## src/rtl/if_fetch_if.sv

```systemverilog
// if_fetch_if: byte-wide instruction read port between the fetch stage
// (master) and the memory controller (slave).
interface if_fetch_if;
    logic        mem_req_o;
    logic [31:0] mem_addr_o;
    logic        mem_ready_i;
    logic [7:0]  mem_data_i;

    modport master (
        output mem_req_o,
        output mem_addr_o,
        input  mem_ready_i,
        input  mem_data_i
    );

    modport slave (
        input  mem_req_o,
        input  mem_addr_o,
        output mem_ready_i,
        output mem_data_i
    );
endinterface

```

## src/rtl/if_fetch.sv

```systemverilog
// if_fetch: instruction-fetch stage. Holds the PC, assembles each 32-bit
// instruction from four little-endian byte reads, and strobes get_inst
// once per instruction. Redirects on branch_flag_i and holds on stall[0].
// Optional direct-mapped instruction cache enabled by defining IF_ICACHE_EN.
module if_fetch #(
    parameter logic [31:0] RESET_PC       = 32'h0,
    parameter int          ICACHE_INDEX_W = 6
) (
    input  logic        clk,
    input  logic        rst,
    input  logic [5:0]  stall,
    input  logic        branch_flag_i,
    input  logic [31:0] branch_target_i,
    if_fetch_if.master  bus,
    output logic        get_inst,
    output logic [31:0] if_pc,
    output logic [31:0] if_inst
);
    typedef enum logic {
        S_FETCH = 1'b0,
        S_DONE  = 1'b1
    } state_t;

    state_t      r_state;
    logic [1:0]  r_cnt;
    logic [31:0] r_pc;
    logic [31:0] r_inst;

    logic        w_hit;
    logic [31:0] w_hit_data;

    // Only stall[0] belongs to IF; target bits [1:0] are always replaced by 00.
    logic w_ports_unused;
    assign w_ports_unused = ^{stall[5:1], branch_target_i[1:0]};

`ifdef IF_ICACHE_EN
    localparam int LINES = 1 << ICACHE_INDEX_W;
    localparam int TAG_W = 30 - ICACHE_INDEX_W;

    logic [LINES-1:0]          r_valid;
    logic [TAG_W-1:0]          r_tag  [LINES];
    logic [31:0]               r_data [LINES];
    logic [ICACHE_INDEX_W-1:0] w_idx;
    logic [TAG_W-1:0]          w_tag;
    logic                      w_fill;

    assign w_idx      = r_pc[2 +: ICACHE_INDEX_W];
    assign w_tag      = r_pc[31 -: TAG_W];
    // Lookup only at the start of a word so a miss never switches mid-fetch.
    assign w_hit      = (r_state == S_FETCH) && (r_cnt == 2'd0) &&
                        r_valid[w_idx] && (r_tag[w_idx] == w_tag);
    assign w_hit_data = r_data[w_idx];
    // Line is written as the last byte lands; a redirect in that cycle cancels it.
    assign w_fill     = !branch_flag_i && (r_state == S_FETCH) && !w_hit &&
                        bus.mem_ready_i && (r_cnt == 2'd3);

    // Valid bits are the only cache state that is cleared, and only by reset.
    always_ff @(posedge clk or negedge rst) begin
        if (!rst) begin
            r_valid <= '0;
        end else if (w_fill) begin
            r_valid[w_idx] <= 1'b1;
        end
    end

    // Tag and data storage; the word is completed with the byte arriving now.
    always_ff @(posedge clk) begin
        if (w_fill) begin
            r_tag[w_idx]  <= w_tag;
            r_data[w_idx] <= {bus.mem_data_i, r_inst[23:0]};
        end
    end
`else
    logic [ICACHE_INDEX_W-1:0] w_idx_unused;
    assign w_idx_unused = r_pc[2 +: ICACHE_INDEX_W];
    assign w_hit        = 1'b0;
    assign w_hit_data   = '0;
`endif

    // Request is gated by reset so an abandoned fetch disappears immediately.
    assign bus.mem_req_o  = rst && (r_state == S_FETCH) && !w_hit;
    assign bus.mem_addr_o = {r_pc[31:2], r_cnt};
    assign get_inst       = rst && (r_state == S_DONE) && !stall[0] && !branch_flag_i;
    assign if_pc          = r_pc;
    assign if_inst        = r_inst;

    // Fetch FSM: redirect has priority over stall and over a completing byte.
    always_ff @(posedge clk or negedge rst) begin
        if (!rst) begin
            r_state <= S_FETCH;
            r_cnt   <= 2'd0;
            r_pc    <= RESET_PC;
            r_inst  <= '0;
        end else if (branch_flag_i) begin
            r_state <= S_FETCH;
            r_cnt   <= 2'd0;
            r_pc    <= {branch_target_i[31:2], 2'b00};
            r_inst  <= '0;
        end else begin
            case (r_state)
                S_FETCH: begin
                    if (w_hit) begin
                        r_inst  <= w_hit_data;
                        r_state <= S_DONE;
                    end else if (bus.mem_ready_i) begin
                        r_inst[{r_cnt, 3'b000} +: 8] <= bus.mem_data_i;
                        r_cnt <= r_cnt + 2'd1;
                        if (r_cnt == 2'd3) begin
                            r_state <= S_DONE;
                        end
                    end
                end
                S_DONE: begin
                    if (!stall[0]) begin
                        r_pc    <= r_pc + 32'd4;
                        r_cnt   <= 2'd0;
                        r_state <= S_FETCH;
                    end
                end
                default: r_state <= S_FETCH;
            endcase
        end
    end
endmodule

```

## src/flat_wrapper.sv

```systemverilog
// flat-port wrapper written by rule: the top's interface ports become plain ports
module if_fetch_flat 
#(
    parameter logic [31:0] RESET_PC       = 32'h0,
    parameter int          ICACHE_INDEX_W = 6
)
  (clk, rst, stall, branch_flag_i, branch_target_i, get_inst, if_pc, if_inst, bus_mem_req_o, bus_mem_addr_o, bus_mem_ready_i, bus_mem_data_i);
  if_fetch_if bus_i ();
  input  logic clk;
  input  logic rst;
  input  logic [5:0] stall;
  input  logic branch_flag_i;
  input  logic [31:0] branch_target_i;
  output logic get_inst;
  output logic [31:0] if_pc;
  output logic [31:0] if_inst;
  output wire logic [$bits(bus_i.mem_req_o)-1:0] bus_mem_req_o;
  output wire logic [$bits(bus_i.mem_addr_o)-1:0] bus_mem_addr_o;
  input wire logic [$bits(bus_i.mem_ready_i)-1:0] bus_mem_ready_i;
  input wire logic [$bits(bus_i.mem_data_i)-1:0] bus_mem_data_i;
  assign bus_mem_req_o = bus_i.mem_req_o;
  assign bus_mem_addr_o = bus_i.mem_addr_o;
  assign bus_i.mem_ready_i = bus_mem_ready_i;
  assign bus_i.mem_data_i = bus_mem_data_i;
  if_fetch #(.RESET_PC(RESET_PC), .ICACHE_INDEX_W(ICACHE_INDEX_W)) u_core (.clk(clk), .rst(rst), .stall(stall), .branch_flag_i(branch_flag_i), .branch_target_i(branch_target_i), .bus(bus_i), .get_inst(get_inst), .if_pc(if_pc), .if_inst(if_inst));
endmodule
```

## config.mk

```make
export PLATFORM = sky130hd
export DESIGN_NAME = if_fetch_flat
export DESIGN_NICKNAME = d
export VERILOG_FILES = /design/src/rtl/if_fetch_if.sv /design/src/rtl/if_fetch.sv /design/src/flat_wrapper.sv
export SDC_FILE = /design/constraint.sdc
export NUM_CORES = 1
export LEC_CHECK = 0
export CAP_MARGIN = 5
export CORE_ASPECT_RATIO = 1.4
export CORE_UTILIZATION = 43
export CTS_CLUSTER_DIAMETER = 100
export DETAILED_ROUTE_END_ITERATION = 6
export HOLD_SLACK_MARGIN = 0.05
export PLACE_DENSITY = 0.92
export SLEW_MARGIN = 40
export SYNTH_ARGS = -nofsm -noshare
export SYNTH_HDL_FRONTEND = slang
export SYNTH_SLANG_ARGS = --single-unit
```

## constraint.sdc

```tcl
create_clock -name clk -period 2.3 [get_ports clk]
set_input_delay 0.46 -clock clk [delete_from_list [all_inputs] [get_ports clk]]
set_output_delay 0.46 -clock clk [all_outputs]
set_load 0.03 [all_outputs]
```

# Yosys cells after proc, flatten, opt, wreduce, memory -nomap -nowiden
# Index checks and enable logic that the tools add are counted.
[totals] reg_bits=67 latch_bits=0 ramBits=0 mem_bits_ro=0 input_bits=50 wordCells=42 memories=0
[op_classes] add_sub_neg=3 mul=0 n_div=0 n_lt_le_gt_ge=0 eq_ne=5 shifts=2 muxes=16 bitwise_logic=1 reduce_logical=11
[op_table] op="2-to-1 mux 32 bit" n=6
[op_table] op="adder 32 x 3 -> 32 bit (second input constant)" n=1
[op_table] op="bitwise mux 32 bit" n=1
[op_table] op="variable shift 8 x 7 -> 32 bit (first input constant)" n=1
[op_table] op="variable part select 8 x 7 -> 32 bit" n=1
[op_table] op="negation 5 -> 7 bit" n=1
[op_table] op="2-to-1 mux 2 bit" n=3
[op_table] op="!= test 3 bit (second input constant)" n=2
[op_table] op="AND reduction 2 bit" n=3
[op_table] op="logical AND 1 bit" n=4
[op_table] op="2-to-1 mux 1 bit" n=4
[op_table] op="case mux 2 bit (2 select lines)" n=1
[op_table] op="nonzero test 2 bit" n=2
[op_table] op="adder 2 x 1 -> 2 bit (second input constant)" n=1
[op_table] op="== test 2 bit (second input constant)" n=1
[op_table] op="logical NOT 1 bit" n=2
[op_table] op="!= test 2 x 1 -> 1 bit (second input constant)" n=1
[op_table] op="!= test 2 bit (second input constant)" n=1
[op_table] op="case mux 1 bit (2 select lines)" n=1
[op_table] op="NOT 1 bit" n=1

# Longest topological paths before layout
# Gate-level depths: netlist of the first run.
[logic_depth] depth_word=6 ltp_mapped=7 ltp_nobuf=6

# Worst setup path before layout of the first run
# Ideal clock, no wire load.
[synth_timing] path_type="register -> register" startpoint="reg u_core.r_pc[2], in the netlist u_core.if_pc[2]" endpoint="reg u_core.r_pc[28], in the netlist u_core.if_pc[28]" arrival_time_ps=2199 required_ps=2218 setup_slack_ps=20 path_stages_with_launch=7 synth_period_minus_slack_ps=2280 cell_sequence="dfrtp_1 > ha_1 > nand2_1 > or4_1 > buf_2 > or4_1 > a31oi_1"
[synth_via] elab_chain_len=4
[synth_lines] item="start, declared" line="if_fetch.sv:26" rtl="logic [31:0] r_pc;"
[synth_lines] item="start signal, assigned" line="if_fetch.sv:97" rtl="r_pc <= {branch_target_i[31:2], 2'b00};"
[synth_lines] item="start signal, assigned" line="if_fetch.sv:115" rtl="r_pc <= r_pc + 32'd4;"
[synth_lines] item="adder 32 x 3 -> 32 bit" line="if_fetch.sv:115"
[synth_lines] item="2-to-1 mux 32 bit" line="if_fetch.sv:114" rtl="if (!stall[0]) begin"
[synth_lines] item="2-to-1 mux 32 bit" line="if_fetch.sv:100" rtl="case (r_state)"
[synth_lines] item="2-to-1 mux 32 bit" line="if_fetch.sv:94" rtl="end else if (branch_flag_i) begin"
# Every way passes these cells. The select of a mux whose other input is x is not followed.
# A chain may end at the register's enable or synchronous reset.

# Worst setup path in the final report of the first run
[layout_timing] startpoint="in stall[0]" endpoint="reg u_core.r_pc[28], in the netlist u_core.if_pc[28]"
[layout_via] elab_chain_len=2
[layout_lines] item="start, declared" line="flat_wrapper.sv:11" rtl="input logic [5:0] stall;"
[layout_lines] item="!= test 2 x 1 -> 1 bit (no source line)"
[layout_lines] item="AND reduction 2 bit (no source line)"
# Every way passes these cells.

==> results of run 1 <==
## final cells by class
| class | count | area, um^2 | share of cell area |
|---|---|---|---|
| Timing Repair Buffer | 165 | 1590 | 0.311 |
| Tap cell | 100 | 125 | 0.0245 |
| Inverter | 8 | 30.0 | 0.00587 |
| Clock inverter | 6 | 108 | 0.0210 |
| Sequential cell | 65 | 1630 | 0.318 |
| Clock buffer | 9 | 124 | 0.0242 |
| Multi-Input combinational cell | 229 | 1510 | 0.295 |
## power groups by stage
stage          clock [uW]  sequential, uW  combinational [uW]
2_1_floorplan           0            1420                 344
3_3_place_gp            0            1310                 779
3_5_place_dp            0            1310                 795
4_1_cts              1180            1290                 801
5_1_grt              1230            1300                 848
6_report             1170            1290                 801
## metal layers
layer,share of wire,GRT usage,vias up
li1,-,-,1522
met1,0.38,0.287,1650
met2,0.53,0.469,148
met3,0.072,0.0700,15
met4,0.017,0.113,0
met5,0,0,-
## path summary, 6_finish.rpt
kind | start | endpoint | slack [ns] | cells past startpoint
max in group asynchronous | rst | u_core.if_inst[5]$_DFFE_PN0P_ | 0.97 | 3
max reg2reg | u_core.if_pc[7]$_DFFE_PN0N_ | u_core.if_pc[22]$_DFFE_PN0N_ | 0.17 | 5
max | stall[0] | u_core.if_pc[28]$_DFFE_PN0N_ | 0.11 | 5
min in group asynchronous | rst | u_core.r_state$_DFF_PN0_ | 0.55 | 2
min reg2reg | u_core.if_inst[8]$_DFFE_PN0P_ | u_core.if_inst[8]$_DFFE_PN0P_ | 0.51 | 1
min | u_core.if_inst[8]$_DFFE_PN0P_ | u_core.if_inst[8]$_DFFE_PN0P_ | 0.51 | 1
## through the flow
stage / setup TNS (ns) / instance area, um^2 / worst slack [ns]
floorplan: 0 / 3470 / 0.0195
global placement: -0.606 / 4870 / -0.210
detailed placement: -0.816 / 4870 / -0.237
CTS: 0 / 5110 / 0.131
global route: 0 / 5110 / 0.0498
finish: 0 / 5110 / 0.107
## cell usage after synthesis (5+ instances only)
master / number / share of area
a21oi_1: 6 / 0.0087
o31ai_1: 15 / 0.033
nand2_1: 26 / 0.028
nand4_1: 12 / 0.022
dfrtp_1: 65 / 0.47
nand3_1: 14 / 0.020
buf_4: 32 / 0.069
clkbuf_1: 8 / 0.0087
a31oi_1: 16 / 0.029
inv_1: 7 / 0.0076
xnor2_1: 6 / 0.015
a22o_1: 32 / 0.081
nor2_1: 24 / 0.026
ha_1: 7 / 0.025
or4_1: 13 / 0.028
xor2_1: 5 / 0.013
o21ai_0: 15 / 0.022
## flip-flops by register name, summed over array words and instances, names as in the netlist
name	flops
u_core.r_cnt	2
u_core.if_pc	30
u_core.if_inst	32
u_core.r_state	1
## logic make-up (layout without fill, tap and decap cells)
kind of cell    Yosys count  in the layout  share of synthesized area
flops                    65             65                      0.470
buf+inv                  54            188                     0.0968
other cells               1              2                    0.00108
simple gates            119            119                      0.191
compound gates           88             88                      0.182
fa+ha+maj                 7              7                     0.0253
xor+xnor                 11             11                     0.0278
mux                       2              2                    0.00578
## cell usage in the layout (no fill, tap or decap), types with 14 or more instances in the layout
master	synthesis	routed
clkdlybuf4s50_1	0	135
dfrtp_1	65	65
a22o_1	32	32
nand2_1	26	26
buf_4	32	26
nor2_1	24	24
a31oi_1	16	16
o31ai_1	15	15
o21ai_0	15	15
nand3_1	14	14
## repair_timing
item / 4_1_cts / 5_1_grt
endpoints found under the hold margin: 6 / 0
gates resized for setup: 0 / 0
hold buffers: 1 / 0
==> report_table.html, run 1 <==
<table>
<tr><th>Metric</th><th>Value</th></tr>
<tr><th colspan="2">Setup path</th></tr>
<tr><td>Slowest stage cell, crit path</td><td>or4_1</td></tr>
<tr><td>Dominant delay contributor by cell family on the critical path</td><td>simple AND/OR/NAND/NOR gates</td></tr>
<tr><td>Type of the worst setup path</td><td>in -&gt; reg</td></tr>
<tr><td>Peak fanout along the critical path</td><td>6</td></tr>
<tr><td>Kind of end point of the critical path</td><td>flop</td></tr>
<tr><td>Worst Setup Start Kind</td><td>primary input</td></tr>
<tr><td>Critical Path Max Stage Delay</td><td>0.64 ns</td></tr>
<tr><td>Data required time at the worst endpoint</td><td>2.58 ns</td></tr>
<tr><td>CP cell instances</td><td>clkdlybuf4s50_1 &gt; nand4b_4 &gt; or4_1 &gt; or4_1 &gt; a31oi_1</td></tr>
<tr><td>Endpoint arrival time on the critical path</td><td>approximately 2.5 ns</td></tr>
<tr><td>Most numerous cell on the critical path</td><td>or4_1</td></tr>
<tr><td>Worst Path Buf+Inv</td><td>1</td></tr>
<tr><th colspan="2">Route</th></tr>
<tr><td>Pre-antenna DRT Iters</td><td>5</td></tr>
<tr><td>Routed WL per cell</td><td>18.0 um</td></tr>
<tr><td>Vias per std cell</td><td>around 5.7</td></tr>
<tr><td>Wire length after detailed routing</td><td>10.4 mm</td></tr>
<tr><td>1st-iter DRT viols</td><td>278</td></tr>
<tr><td>Detailed-route DRC error count</td><td>0</td></tr>
<tr><td>Post-DRT Antenna Nets</td><td>0</td></tr>
<tr><td>Via count</td><td>3335</td></tr>
<tr><th colspan="2">STA</th></tr>
<tr><td>Fmax</td><td>456 MHz</td></tr>
<tr><td>Unrepaired setup endpoints after global routing</td><td>false</td></tr>
<tr><td>Final setup violation count</td><td>0</td></tr>
<tr><td>Relative slew slack</td><td>0.497</td></tr>
<tr><td>Number of max-slew violations in the final report</td><td>0</td></tr>
<tr><td>Period utilization</td><td>0.954</td></tr>
<tr><td>Setup skew after layout</td><td>0.00955 ns</td></tr>
<tr><td>Final count of hold timing violations</td><td>0</td></tr>
<tr><td>Final critical delay including setup and external delays</td><td>2.19 ns</td></tr>
<tr><td>Hold WS</td><td>0.511 ns</td></tr>
<tr><td>Worst Max-Slew Pin Slew</td><td>0.754 ns</td></tr>
<tr><th colspan="2">Floorplanning</th></tr>
<tr><td>Total number of placement rows</td><td>38</td></tr>
<tr><td>Die Width</td><td>77.9 um</td></tr>
<tr><td>Area of the die</td><td>8420 um^2</td></tr>
<tr><td>Floorplan die height</td><td>108 um</td></tr>
<tr><td>Area of the core region</td><td>7800 um^2</td></tr>
<tr><td>Top-level I/O count</td><td>148</td></tr>
<tr><td>Starting density of the core</td><td>0.444</td></tr>
<tr><th colspan="2">Global routing</th></tr>
<tr><td>Overflow left after global routing</td><td>0</td></tr>
<tr><td>Initial antenna violation count</td><td>0</td></tr>
<tr><td>All-layer global routing usage</td><td>0.261</td></tr>
<tr><td>First-pass GRT wire length</td><td>16.6 mm</td></tr>
<tr><td>Via count of the first global-routing pass</td><td>~3200</td></tr>
<tr><td>Pin count of the biggest net entering global routing</td><td>60</td></tr>
<tr><th colspan="2">Power and ir drop</th></tr>
<tr><td>Internal Dissipation</td><td>about 2300 uW</td></tr>
<tr><td>Tot Pwr</td><td>3260 uW</td></tr>
<tr><td>Sequential Power Share</td><td>0.396</td></tr>
<tr><td>Largest vdd supply drop</td><td>0.000429 V</td></tr>
<tr><td>Net switching power of the design</td><td>1010 uW</td></tr>
<tr><td>Sw Ratio</td><td>0.309</td></tr>
<tr><td>Leakage power of the design</td><td>0.00212 uW</td></tr>
<tr><td>Part of the power in the clock network</td><td>0.359</td></tr>
<tr><td>Part of the total power dissipated in combinational logic</td><td>0.245</td></tr>
<tr><td>Pwr/cell area</td><td>638 nW/um^2</td></tr>
<tr><th colspan="2">Synthesis</th></tr>
<tr><td>Avg Inst Size Synth</td><td>9.98 um^2</td></tr>
<tr><td>Netlist cell types</td><td>43</td></tr>
<tr><td>EDFF count, synth</td><td>0</td></tr>
<tr><td>Async set-reset flop share out of synthesis</td><td>1.00</td></tr>
<tr><td>Commonest register cell after synthesis</td><td>dfrtp_1</td></tr>
<tr><td>Sequential fraction of the synthesis area</td><td>0.470</td></tr>
<tr><td>Instance count of the mapped netlist</td><td>approximately 350</td></tr>
<tr><td>Post-synthesis instance area</td><td>3460 um^2</td></tr>
<tr><td>Number of synthesis warnings</td><td>0</td></tr>
<tr><td>Flip-flop and latch count after synthesis</td><td>65</td></tr>
<tr><th colspan="2">Placement</th></tr>
<tr><td>Final HPWL from detailed placement</td><td>7.66 mm</td></tr>
<tr><td>Placed cell count</td><td>566</td></tr>
<tr><td>Gpl congestion</td><td>0.849</td></tr>
<tr><td>Number of port buffers</td><td>around 140</td></tr>
<tr><th colspan="2">Cells and area</th></tr>
<tr><td>Share of post-route cells with drive strength above 1</td><td>0.0996</td></tr>
<tr><td>Layout filler cell count</td><td>624</td></tr>
<tr><td>Antenna diodes</td><td>0</td></tr>
<tr><td>Final standard cell count with taps included and fillers excluded</td><td>582</td></tr>
<tr><td>Post-layout nets</td><td>between 500 and 600</td></tr>
<tr><td>Final core utilization</td><td>0.656</td></tr>
<tr><td>Area growth from synthesis to layout</td><td>47.7%</td></tr>
<tr><th colspan="2">Clock network</th></tr>
<tr><td>Total clock buffers created by CTS</td><td>9</td></tr>
<tr><td>Clock slew at the register clock pins of the worst setup and hold paths</td><td>~0.070 ns</td></tr>
<tr><td>Cell at the root of the clock tree</td><td>clkbuf_8</td></tr>
<tr><td>Clock latency reported for the late side of the worst-skew pair</td><td>0.36 ns</td></tr>
<tr><td>Number of buffers between clock root and the deepest sink</td><td>2</td></tr>
<tr><td>Clock tree from TritonCTS</td><td>yes</td></tr>
<tr><td>H-tree levels</td><td>3</td></tr>
<tr><td>CTS sink cnt</td><td>65</td></tr>
<tr><td>Post-CTS Setup Repair Bufs</td><td>0</td></tr>
<tr><th colspan="2">Job</th></tr>
<tr><td>Maximum Capacitance Violations</td><td>0</td></tr>
<tr><th colspan="2">Status</th></tr>
<tr><td>Run status</td><td>finished clean</td></tr>
<tr><th colspan="2">Worst hold path</th></tr>
<tr><td>Kind of path behind the tightest hold check</td><td>reg -&gt; reg</td></tr>
</table>
(Power assumes the default switching activity.)
==> inputs of run 2 (changes only) <==
--- a/config.mk
+++ b/config.mk
@@ -10,6 +10,7 @@
 export CORE_UTILIZATION = 43
 export CTS_CLUSTER_DIAMETER = 100
 export DETAILED_ROUTE_END_ITERATION = 6
+export GPL_TIMING_DRIVEN = 0
 export HOLD_SLACK_MARGIN = 0.05
 export PLACE_DENSITY = 0.92
 export SLEW_MARGIN = 40
==> run 2 against run 1 <==
Sequential cell count unchanged. Sequential share of layout area decreased by 1.0 points. Die area is the same. Clock-buffer cell count is the same. Setup slack lost 0.0055 ns. Design area grew 3.7%.
==> report_table.html, run 2 (synthesis gave the netlist of run 1 again) <==
<table>
<tr><th>Metric</th><th>Value</th></tr>
<tr><th colspan="2">Global routing</th></tr>
<tr><td>Overflow left after global routing</td><td>0 (unchanged)</td></tr>
<tr><td>Initial antenna violation count</td><td>0 (unchanged)</td></tr>
<tr><td>All-layer global routing usage</td><td>0.261 (about the same)</td></tr>
<tr><td>First-pass GRT wire length</td><td>16.7 mm (+0.83%)</td></tr>
<tr><td>Via count of the first global-routing pass</td><td>3378 (+4.7%)</td></tr>
<tr><td>Pin count of the biggest net entering global routing</td><td>47 (-22%)</td></tr>
<tr><th colspan="2">Setup path</th></tr>
<tr><td>Worst Setup SP</td><td>branch_flag_i</td></tr>
<tr><td>Worst setup endpoint</td><td>get_inst</td></tr>
<tr><td>Number of cells traversed by the worst register-to-register path</td><td>6 (+1)</td></tr>
<tr><td>Reg-to-reg setup timing slack</td><td>0.14 ns (-0.03 ns)</td></tr>
<tr><td>Slowest stage cell, crit path</td><td>dlygate4sd2_1</td></tr>
<tr><td>Count of cell instances traversed by the critical path</td><td>5 (unchanged)</td></tr>
<tr><td>Endpoint arrival time on the critical path</td><td>1.74 ns (-0.73 ns)</td></tr>
<tr><td>Kind of end point of the critical path</td><td>output pin</td></tr>
<tr><td>Data required time at the worst endpoint</td><td>1.84 ns (-0.74 ns)</td></tr>
<tr><td>Dominant delay contributor by cell family on the critical path</td><td>buffers and inverters</td></tr>
<tr><td>Worst Path Buf+Inv</td><td>4 (+3)</td></tr>
<tr><td>Origin of the critical flop-to-flop path</td><td>u_core.if_pc[8]$_DFFE_PN0N_</td></tr>
<tr><td>Worst Setup Start Kind</td><td>primary input</td></tr>
<tr><td>Type of the worst setup path</td><td>in -&gt; out</td></tr>
<tr><td>Critical Path Max Stage Delay</td><td>0.35 ns (-0.29 ns)</td></tr>
<tr><td>CP cell instances</td><td>clkdlybuf4s15_1 &gt; clkinv_2 &gt; clkbuf_4 &gt; and3_1 &gt; dlygate4sd2_1</td></tr>
<tr><td>R2R Path End</td><td>u_core.if_pc[30]$_DFFE_PN0N_</td></tr>
<tr><td>Peak fanout along the critical path</td><td>10 (+4)</td></tr>
<tr><th colspan="2">Cells and area</th></tr>
<tr><td>Total non-filler cell area in the finished layout</td><td>5300 um^2 (+3.7%)</td></tr>
<tr><td>Share of post-route cells with drive strength above 1</td><td>0.150 (+0.0506)</td></tr>
<tr><td>Max FFs per register</td><td>32 (unchanged)</td></tr>
<tr><td>Post-layout nets</td><td>558 (+4.3%)</td></tr>
<tr><td>Layout filler cell count</td><td>613 (-1.8%)</td></tr>
<tr><td>Antenna diodes</td><td>0 (unchanged)</td></tr>
<tr><td>Area growth from synthesis to layout</td><td>53.1%</td></tr>
<tr><td>Final standard cell count with taps included and fillers excluded</td><td>606 (+4.1%)</td></tr>
<tr><td>Most common cell after layout, fill and taps aside</td><td>clkdlybuf4s50_1</td></tr>
<tr><td>Commonest cells after routing, fill and taps aside</td><td>133 x clkdlybuf4s50_1, 60 x dfrtp_1, 36 x buf_4</td></tr>
<tr><th colspan="2">Floorplanning</th></tr>
<tr><td>Die Width</td><td>77.9 um (unchanged)</td></tr>
<tr><td>Area of the core region</td><td>7800 um^2 (unchanged)</td></tr>
<tr><td>Area of the die</td><td>8420 um^2 (unchanged)</td></tr>
<tr><td>Top-level I/O count</td><td>148 (unchanged)</td></tr>
<tr><td>Starting density of the core</td><td>0.444 (unchanged)</td></tr>
<tr><td>Floorplan die height</td><td>108 um (unchanged)</td></tr>
<tr><td>Total number of placement rows</td><td>38 (unchanged)</td></tr>
<tr><th colspan="2">STA</th></tr>
<tr><td>Relative slew slack</td><td>0.425 (-0.0726)</td></tr>
<tr><td>Number of max-slew violations in the final report</td><td>0 (unchanged)</td></tr>
<tr><td>Worst Max-Slew Pin Slew</td><td>0.863 ns (+0.109 ns)</td></tr>
<tr><td>Final setup violation count</td><td>0 (unchanged)</td></tr>
<tr><td>Final critical delay including setup and external delays</td><td>2.20 ns (+0.00554 ns)</td></tr>
<tr><td>Final worst setup slack</td><td>0.101 ns (-0.00554 ns)</td></tr>
<tr><td>Setup skew after layout</td><td>0.00862 ns (-0.000926 ns)</td></tr>
<tr><td>Final count of hold timing violations</td><td>0 (unchanged)</td></tr>
<tr><td>Fmax</td><td>455 MHz (-0.25%)</td></tr>
<tr><td>Unrepaired setup endpoints after global routing</td><td>false</td></tr>
<tr><td>Setup Total Neg Slack</td><td>0 ns (unchanged)</td></tr>
<tr><td>Period utilization</td><td>0.956 (+0.00241)</td></tr>
<tr><th colspan="2">Placement</th></tr>
<tr><td>Gpl congestion</td><td>0.839 (-1.2%)</td></tr>
<tr><td>Placement-stage worst setup slack</td><td>-0.713 ns (-0.476 ns)</td></tr>
<tr><td>Area of placed instances</td><td>5000 um^2 (+2.8%)</td></tr>
<tr><td>Placed cell count</td><td>587 (+3.7%)</td></tr>
<tr><td>Number of port buffers</td><td>138 (unchanged)</td></tr>
<tr><td>Final HPWL from detailed placement</td><td>7.82 mm (+2.1%)</td></tr>
<tr><th colspan="2">Route</th></tr>
<tr><td>Post-DRT Antenna Nets</td><td>0 (unchanged)</td></tr>
<tr><td>Detailed-route DRC error count</td><td>0 (unchanged)</td></tr>
<tr><td>Wire length after detailed routing</td><td>10.7 mm (+2.1%)</td></tr>
<tr><td>Vias per std cell</td><td>5.73 (about the same)</td></tr>
<tr><td>Pre-antenna DRT Iters</td><td>5 (unchanged)</td></tr>
<tr><td>1st-iter DRT viols</td><td>266 (-4.3%)</td></tr>
<tr><td>Routed WL per cell</td><td>17.6 um (-1.9%)</td></tr>
<tr><td>Via count</td><td>3471 (+4.1%)</td></tr>
<tr><th colspan="2">Clock network</th></tr>
<tr><td>Clock tree from TritonCTS</td><td>yes</td></tr>
<tr><td>Cell at the root of the clock tree</td><td>clkbuf_8</td></tr>
<tr><td>Clock slew at the register clock pins of the worst setup and hold paths</td><td>0.07 ns (about the same)</td></tr>
<tr><td>Total clock buffers created by CTS</td><td>9 (unchanged)</td></tr>
<tr><td>H-tree levels</td><td>3 (unchanged)</td></tr>
<tr><td>Number of buffers between clock root and the deepest sink</td><td>2 (unchanged)</td></tr>
<tr><td>Clock latency reported for the late side of the worst-skew pair</td><td>0.34 ns (-0.02 ns)</td></tr>
<tr><td>CTS sink cnt</td><td>65 (unchanged)</td></tr>
<tr><th colspan="2">Power and ir drop</th></tr>
<tr><td>Net switching power of the design</td><td>1030 uW (+2.2%)</td></tr>
<tr><td>Pwr/cell area</td><td>611 nW/um^2 (-4.2%)</td></tr>
<tr><td>Internal Dissipation</td><td>2210 uW (-2.0%)</td></tr>
<tr><td>Sequential Power Share</td><td>0.403 (+0.007)</td></tr>
<tr><td>Tot Pwr</td><td>3240 uW (-0.70%)</td></tr>
<tr><td>Part of the total power dissipated in combinational logic</td><td>0.268 (+0.023)</td></tr>
<tr><td>Leakage power of the design</td><td>0.00221 uW (+4.2%)</td></tr>
<tr><td>Largest vdd supply drop</td><td>0.000449 V (+4.7%)</td></tr>
<tr><td>Part of the power in the clock network</td><td>0.329 (-0.030)</td></tr>
<tr><td>Sw Ratio</td><td>0.319 (+0.00913)</td></tr>
<tr><th colspan="2">Status</th></tr>
<tr><td>Run status</td><td>finished clean</td></tr>
<tr><th colspan="2">Worst hold path</th></tr>
<tr><td>Kind of path behind the tightest hold check</td><td>in -&gt; async</td></tr>
<tr><th colspan="2">Job</th></tr>
<tr><td>Maximum Capacitance Violations</td><td>0 (unchanged)</td></tr>
</table>
[run 2: per-stage QoR]
step	hold WS [ns]	util
after floorplan	0.164	-
after global placement	0.487	0.638
after detailed placement	0.372	0.642
after CTS	0.131	0.672
after global routing	0.139	0.680
final	0.123	0.680
[run 2: final cells by class]
cell class	instances	area (um^2)	share of cell area
Clock inverter	7	93.8	0.0177
Clock buffer	9	124	0.0234
Timing Repair Buffer	143	1430	0.269
Multi-Input combinational cell	229	1560	0.295
Sequential cell	65	1630	0.308
Tap cell	100	125	0.0236
Inverter	8	31.3	0.00590
Buffer	45	307	0.0578
[run 2: worst min path at each step]
stage                                     end  cells after the start                     startpoint  slack, ns
2_1_floorplan   u_core.if_inst[0]$_DFFE_PN0P_                      0                            rst       0.16
3_5_place_dp     u_core.if_pc[26]$_DFFE_PN0N_                      1                            rst       0.37
3_3_place_gp    u_core.if_inst[1]$_DFFE_PN0P_                      1  u_core.if_inst[1]$_DFFE_PN0P_       0.49
4_1_cts        u_core.if_inst[28]$_DFFE_PN0P_                      2                            rst       0.13
6_report       u_core.if_inst[28]$_DFFE_PN0P_                      2                            rst       0.12
5_1_grt        u_core.if_inst[28]$_DFFE_PN0P_                      2                            rst       0.14
[run 2: worst register-to-register path: cells and delay by family, from the launching register on]
kind,cells,cell delay (ns)
and+or+nand+nor,3,1.09
DFF,1,0.44
AOI/OAI and AO/OA,1,0.20
buffers and inverters,2,0.36
[run 2: power groups by stage]
stage	Sequential, uW	Clock [uW]	Combinational (uW)
global route	1320	1130	918
finish	1310	1070	868
detailed placement	1320	0	848
CTS	1300	1080	855
global placement	1320	0	821
floorplan	1420	0	344
[run 2: repair_timing]
action,CTS,global route
hold endpoints to repair,20,0
buffers inserted,0,3
resized for setup,9,12
endpoints found under the setup margin,4,28
gates cloned,0,0
pin swaps,0,1
hold buffers,1,0
[run 2: layer usage]
metal  routed length, um  GRT usage  up-vias
met5                   0          0        -
met4                 276      0.131        0
met3                 784     0.0540       27
met2                5460      0.453      172
met1                4150      0.303     1695
li1                    -          -     1577
==> inputs of run 3 (changes only) <==
--- a/config.mk
+++ b/config.mk
@@ -6,13 +6,15 @@
 export NUM_CORES = 1
 export LEC_CHECK = 0
 export CAP_MARGIN = 5
+export CELL_PAD_IN_SITES_DETAIL_PLACEMENT = 1
+export CELL_PAD_IN_SITES_GLOBAL_PLACEMENT = 1
 export CORE_ASPECT_RATIO = 1.4
-export CORE_UTILIZATION = 43
+export CORE_UTILIZATION = 31
 export CTS_CLUSTER_DIAMETER = 100
 export DETAILED_ROUTE_END_ITERATION = 6
 export GPL_TIMING_DRIVEN = 0
 export HOLD_SLACK_MARGIN = 0.05
-export PLACE_DENSITY = 0.92
+export PLACE_DENSITY = 0.91
 export SLEW_MARGIN = 40
 export SYNTH_ARGS = -nofsm -noshare
 export SYNTH_HDL_FRONTEND = slang
==> run 3 against run 2 <==
Cell count is 6.9% higher. Clock skew is 0.0023 ns higher. Utilization fell by 18 points. Global-route usage decreased by 5.2 points. Sequential power hardly changed. Fmax up 0.14%. Via count down 0.58%. Routed wire length rose by 13%. Design area is 2.8% higher. Power is 9.6% higher. Non-clock buffer count up 1. Critical endpoint is now u_core.if_pc[28]$_DFFE_PN0N_.
==> report_table.html, run 3 (synthesis gave the netlist of run 1 again) <==
<table>
<tr><th>Metric</th><th>Value</th></tr>
<tr><th colspan="2">Floorplanning</th></tr>
<tr><td>Floorplan die height</td><td>127 um (+17%)</td></tr>
<tr><td>Area of the core region</td><td>10900 um^2 (+39%)</td></tr>
<tr><td>Starting density of the core</td><td>0.319 (-0.125)</td></tr>
<tr><td>Area of the die</td><td>11600 um^2 (+38%)</td></tr>
<tr><td>Total number of placement rows</td><td>45 (+18%)</td></tr>
<tr><td>Die Width</td><td>91.3 um (+17%)</td></tr>
<tr><td>Top-level I/O count</td><td>148 (unchanged)</td></tr>
<tr><th colspan="2">STA</th></tr>
<tr><td>Worst Max-Slew Pin Slew</td><td>0.807 ns (-0.0552 ns)</td></tr>
<tr><td>Final critical delay including setup and external delays</td><td>2.20 ns (-0.00314 ns)</td></tr>
<tr><td>Final count of hold timing violations</td><td>0 (unchanged)</td></tr>
<tr><td>Relative slew slack</td><td>0.457 (+0.0323)</td></tr>
<tr><td>Setup skew after layout</td><td>0.0110 ns (+0.00234 ns)</td></tr>
<tr><td>Number of max-slew violations in the final report</td><td>0 (unchanged)</td></tr>
<tr><td>Unrepaired setup endpoints after global routing</td><td>true</td></tr>
<tr><td>Period utilization</td><td>0.955 (-0.00137)</td></tr>
<tr><td>Final setup violation count</td><td>0 (unchanged)</td></tr>
<tr><td>Fmax</td><td>455 MHz (+0.14%)</td></tr>
<tr><th colspan="2">Job</th></tr>
<tr><td>Maximum Capacitance Violations</td><td>0 (unchanged)</td></tr>
<tr><th colspan="2">Clock network</th></tr>
<tr><td>H-tree levels</td><td>3 (unchanged)</td></tr>
<tr><td>Number of buffers between clock root and the deepest sink</td><td>2 (unchanged)</td></tr>
<tr><td>Clock slew at the register clock pins of the worst setup and hold paths</td><td>0.06 ns (about the same)</td></tr>
<tr><td>CTS sink cnt</td><td>65 (unchanged)</td></tr>
<tr><td>Clock tree from TritonCTS</td><td>yes</td></tr>
<tr><td>Total clock buffers created by CTS</td><td>9 (unchanged)</td></tr>
<tr><td>Cell at the root of the clock tree</td><td>clkbuf_16</td></tr>
<tr><td>Clock latency reported for the late side of the worst-skew pair</td><td>0.33 ns (about the same)</td></tr>
<tr><th colspan="2">Setup path</th></tr>
<tr><td>Data required time at the worst endpoint</td><td>2.54 ns (+0.70 ns)</td></tr>
<tr><td>Endpoint arrival time on the critical path</td><td>2.44 ns (+0.70 ns)</td></tr>
<tr><td>Kind of end point of the critical path</td><td>flop</td></tr>
<tr><td>Slowest stage cell, crit path</td><td>or4_1</td></tr>
<tr><td>CP cell instances</td><td>ha_4 &gt; nand2_2 &gt; or4_1 &gt; buf_2 &gt; or4_1 &gt; a31oi_1</td></tr>
<tr><td>Reg-to-reg setup timing slack</td><td>0.10 ns (-0.04 ns)</td></tr>
<tr><td>Number of cells traversed by the worst register-to-register path</td><td>6 (unchanged)</td></tr>
<tr><td>Most numerous cell on the critical path</td><td>or4_1</td></tr>
<tr><td>Worst Setup SP</td><td>u_core.if_pc[3]$_DFFE_PN0N_</td></tr>
<tr><td>Type of the worst setup path</td><td>reg -&gt; reg</td></tr>
<tr><td>Worst Setup Start Kind</td><td>flop</td></tr>
<tr><td>Peak fanout along the critical path</td><td>8 (-2)</td></tr>
<tr><td>Critical Path Max Stage Delay</td><td>0.54 ns (+0.19 ns)</td></tr>
<tr><td>Origin of the critical flop-to-flop path</td><td>u_core.if_pc[3]$_DFFE_PN0N_</td></tr>
<tr><th colspan="2">Cells and area</th></tr>
<tr><td>Layout filler cell count</td><td>1209 (+97%)</td></tr>
<tr><td>Post-layout nets</td><td>559 (+0.18%)</td></tr>
<tr><td>Max FFs per register</td><td>32 (unchanged)</td></tr>
<tr><td>Area growth from synthesis to layout</td><td>57.4%</td></tr>
<tr><td>Total non-filler cell area in the finished layout</td><td>5450 um^2 (+2.8%)</td></tr>
<tr><td>Most common cell after layout, fill and taps aside</td><td>clkdlybuf4s50_1</td></tr>
<tr><td>Commonest cells after routing, fill and taps aside</td><td>133 x clkdlybuf4s50_1, 56 x dfrtp_1, 35 x buf_4</td></tr>
<tr><td>Antenna diodes</td><td>0 (unchanged)</td></tr>
<tr><td>Final core utilization</td><td>0.502 (-0.178)</td></tr>
<tr><td>Share of post-route cells with drive strength above 1</td><td>0.160 (+0.00957)</td></tr>
<tr><th colspan="2">Route</th></tr>
<tr><td>Via count</td><td>3451 (-0.58%)</td></tr>
<tr><td>Pre-antenna DRT Iters</td><td>4 (-1)</td></tr>
<tr><td>Routed WL per cell</td><td>18.6 um (+5.8%)</td></tr>
<tr><td>Detailed-route DRC error count</td><td>0 (unchanged)</td></tr>
<tr><td>Vias per std cell</td><td>5.33 (-7.0%)</td></tr>
<tr><td>Wire length after detailed routing</td><td>12.1 mm (+13%)</td></tr>
<tr><td>Post-DRT Antenna Nets</td><td>0 (unchanged)</td></tr>
<tr><td>1st-iter DRT viols</td><td>115 (-57%)</td></tr>
<tr><th colspan="2">Power and ir drop</th></tr>
<tr><td>Tot Pwr</td><td>3550 uW (+9.6%)</td></tr>
<tr><td>Leakage power of the design</td><td>0.00223 uW (+1.1%)</td></tr>
<tr><td>Largest vdd supply drop</td><td>0.000288 V (-36%)</td></tr>
<tr><td>Pwr/cell area</td><td>652 nW/um^2 (+6.6%)</td></tr>
<tr><th colspan="2">Global routing</th></tr>
<tr><td>Via count of the first global-routing pass</td><td>3670 (+8.6%)</td></tr>
<tr><td>Initial antenna violation count</td><td>0 (unchanged)</td></tr>
<tr><td>Pin count of the biggest net entering global routing</td><td>36 (-23%)</td></tr>
<tr><td>All-layer global routing usage</td><td>0.209 (-0.0518)</td></tr>
<tr><td>Overflow left after global routing</td><td>0 (unchanged)</td></tr>
<tr><td>First-pass GRT wire length</td><td>19.0 mm (+14%)</td></tr>
<tr><th colspan="2">Status</th></tr>
<tr><td>Run status</td><td>finished clean</td></tr>
<tr><th colspan="2">Placement</th></tr>
<tr><td>Number of port buffers</td><td>138 (unchanged)</td></tr>
<tr><td>Final HPWL from detailed placement</td><td>8.73 mm (+12%)</td></tr>
<tr><td>Area of placed instances</td><td>5050 um^2 (+1.0%)</td></tr>
<tr><td>Gpl congestion</td><td>0.811 (-3.4%)</td></tr>
<tr><th colspan="2">Worst hold path</th></tr>
<tr><td>Kind of path behind the tightest hold check</td><td>in -&gt; async</td></tr>
</table>
run 3: final cells by class:
type	count	area [um^2]	share of cell area
sequential	65	1640	0.301
multi-input combinational	229	1560	0.287
timing repair buffer	143	1440	0.264
buffer	46	310	0.0569
clock buffer	10	229	0.0420
tap	141	176	0.0324
clock inverter	6	66.3	0.0122
inverter	8	31.3	0.00574
run 3: path summary, 6_finish.rpt:
kind | to
max | u_core.if_pc[28]$_DFFE_PN0N_
min | u_core.if_pc[31]$_DFFE_PN0N_
max reg2reg | u_core.if_pc[28]$_DFFE_PN0N_
min reg2reg | u_core.if_inst[27]$_DFFE_PN0P_
max in group asynchronous | u_core.if_pc[12]$_DFFE_PN0N_
min in group clk | u_core.if_inst[27]$_DFFE_PN0P_
run 3: stage by stage:
stage,std cells,setup TNS [ns],hold WS [ns],setup slack [ns]
floorplan,348,0,0.164,0.0195
global placement,627,-105.10,0.489,-2.36
detailed placement,628,-6.90,0.445,-0.839
CTS,647,0,0.0760,0.0192
global route,648,-0.00600,0.0842,-0.00600
finish,648,0,0.0773,0.104
run 3: timing repair:
item	CTS	global route
endpoints found under the setup margin	18	25
pin swaps	0	1
resized for setup	15	13
hold endpoints to repair	35	0
setup buffers	2	1
hold buffers	1	0
run 3: where the power goes:
| group | total (uW) | leakage (uW) | switching, uW | internal (uW) |
|---|---|---|---|---|
| combinational | 875 | 0.00127 | 477 | 398 |
| sequential | 1320 | 0.000823 | 112 | 1210 |
| clock | 1360 | 0.000135 | 518 | 840 |
| total | 3550 | 0.00223 | 1110 | 2450 |
run 3: routing by layer:
layer,part of all wire,track usage,vias to the layer above
met5,0,0,-
met4,0.021,0.0896,0
met3,0.050,0.0381,17
met2,0.54,0.393,142
met1,0.38,0.228,1713
li1,-,-,1579
run 3: worst max-delay path, delay by kind of cell (launching register included):
kind                       cells  cell delay [ns]
buffers and inverters          1             0.18
and+or+nand+nor                3             1.10
DFF                            1             0.44
adders and majority gates      1             0.19
AOI/OAI and AO/OA              1             0.19
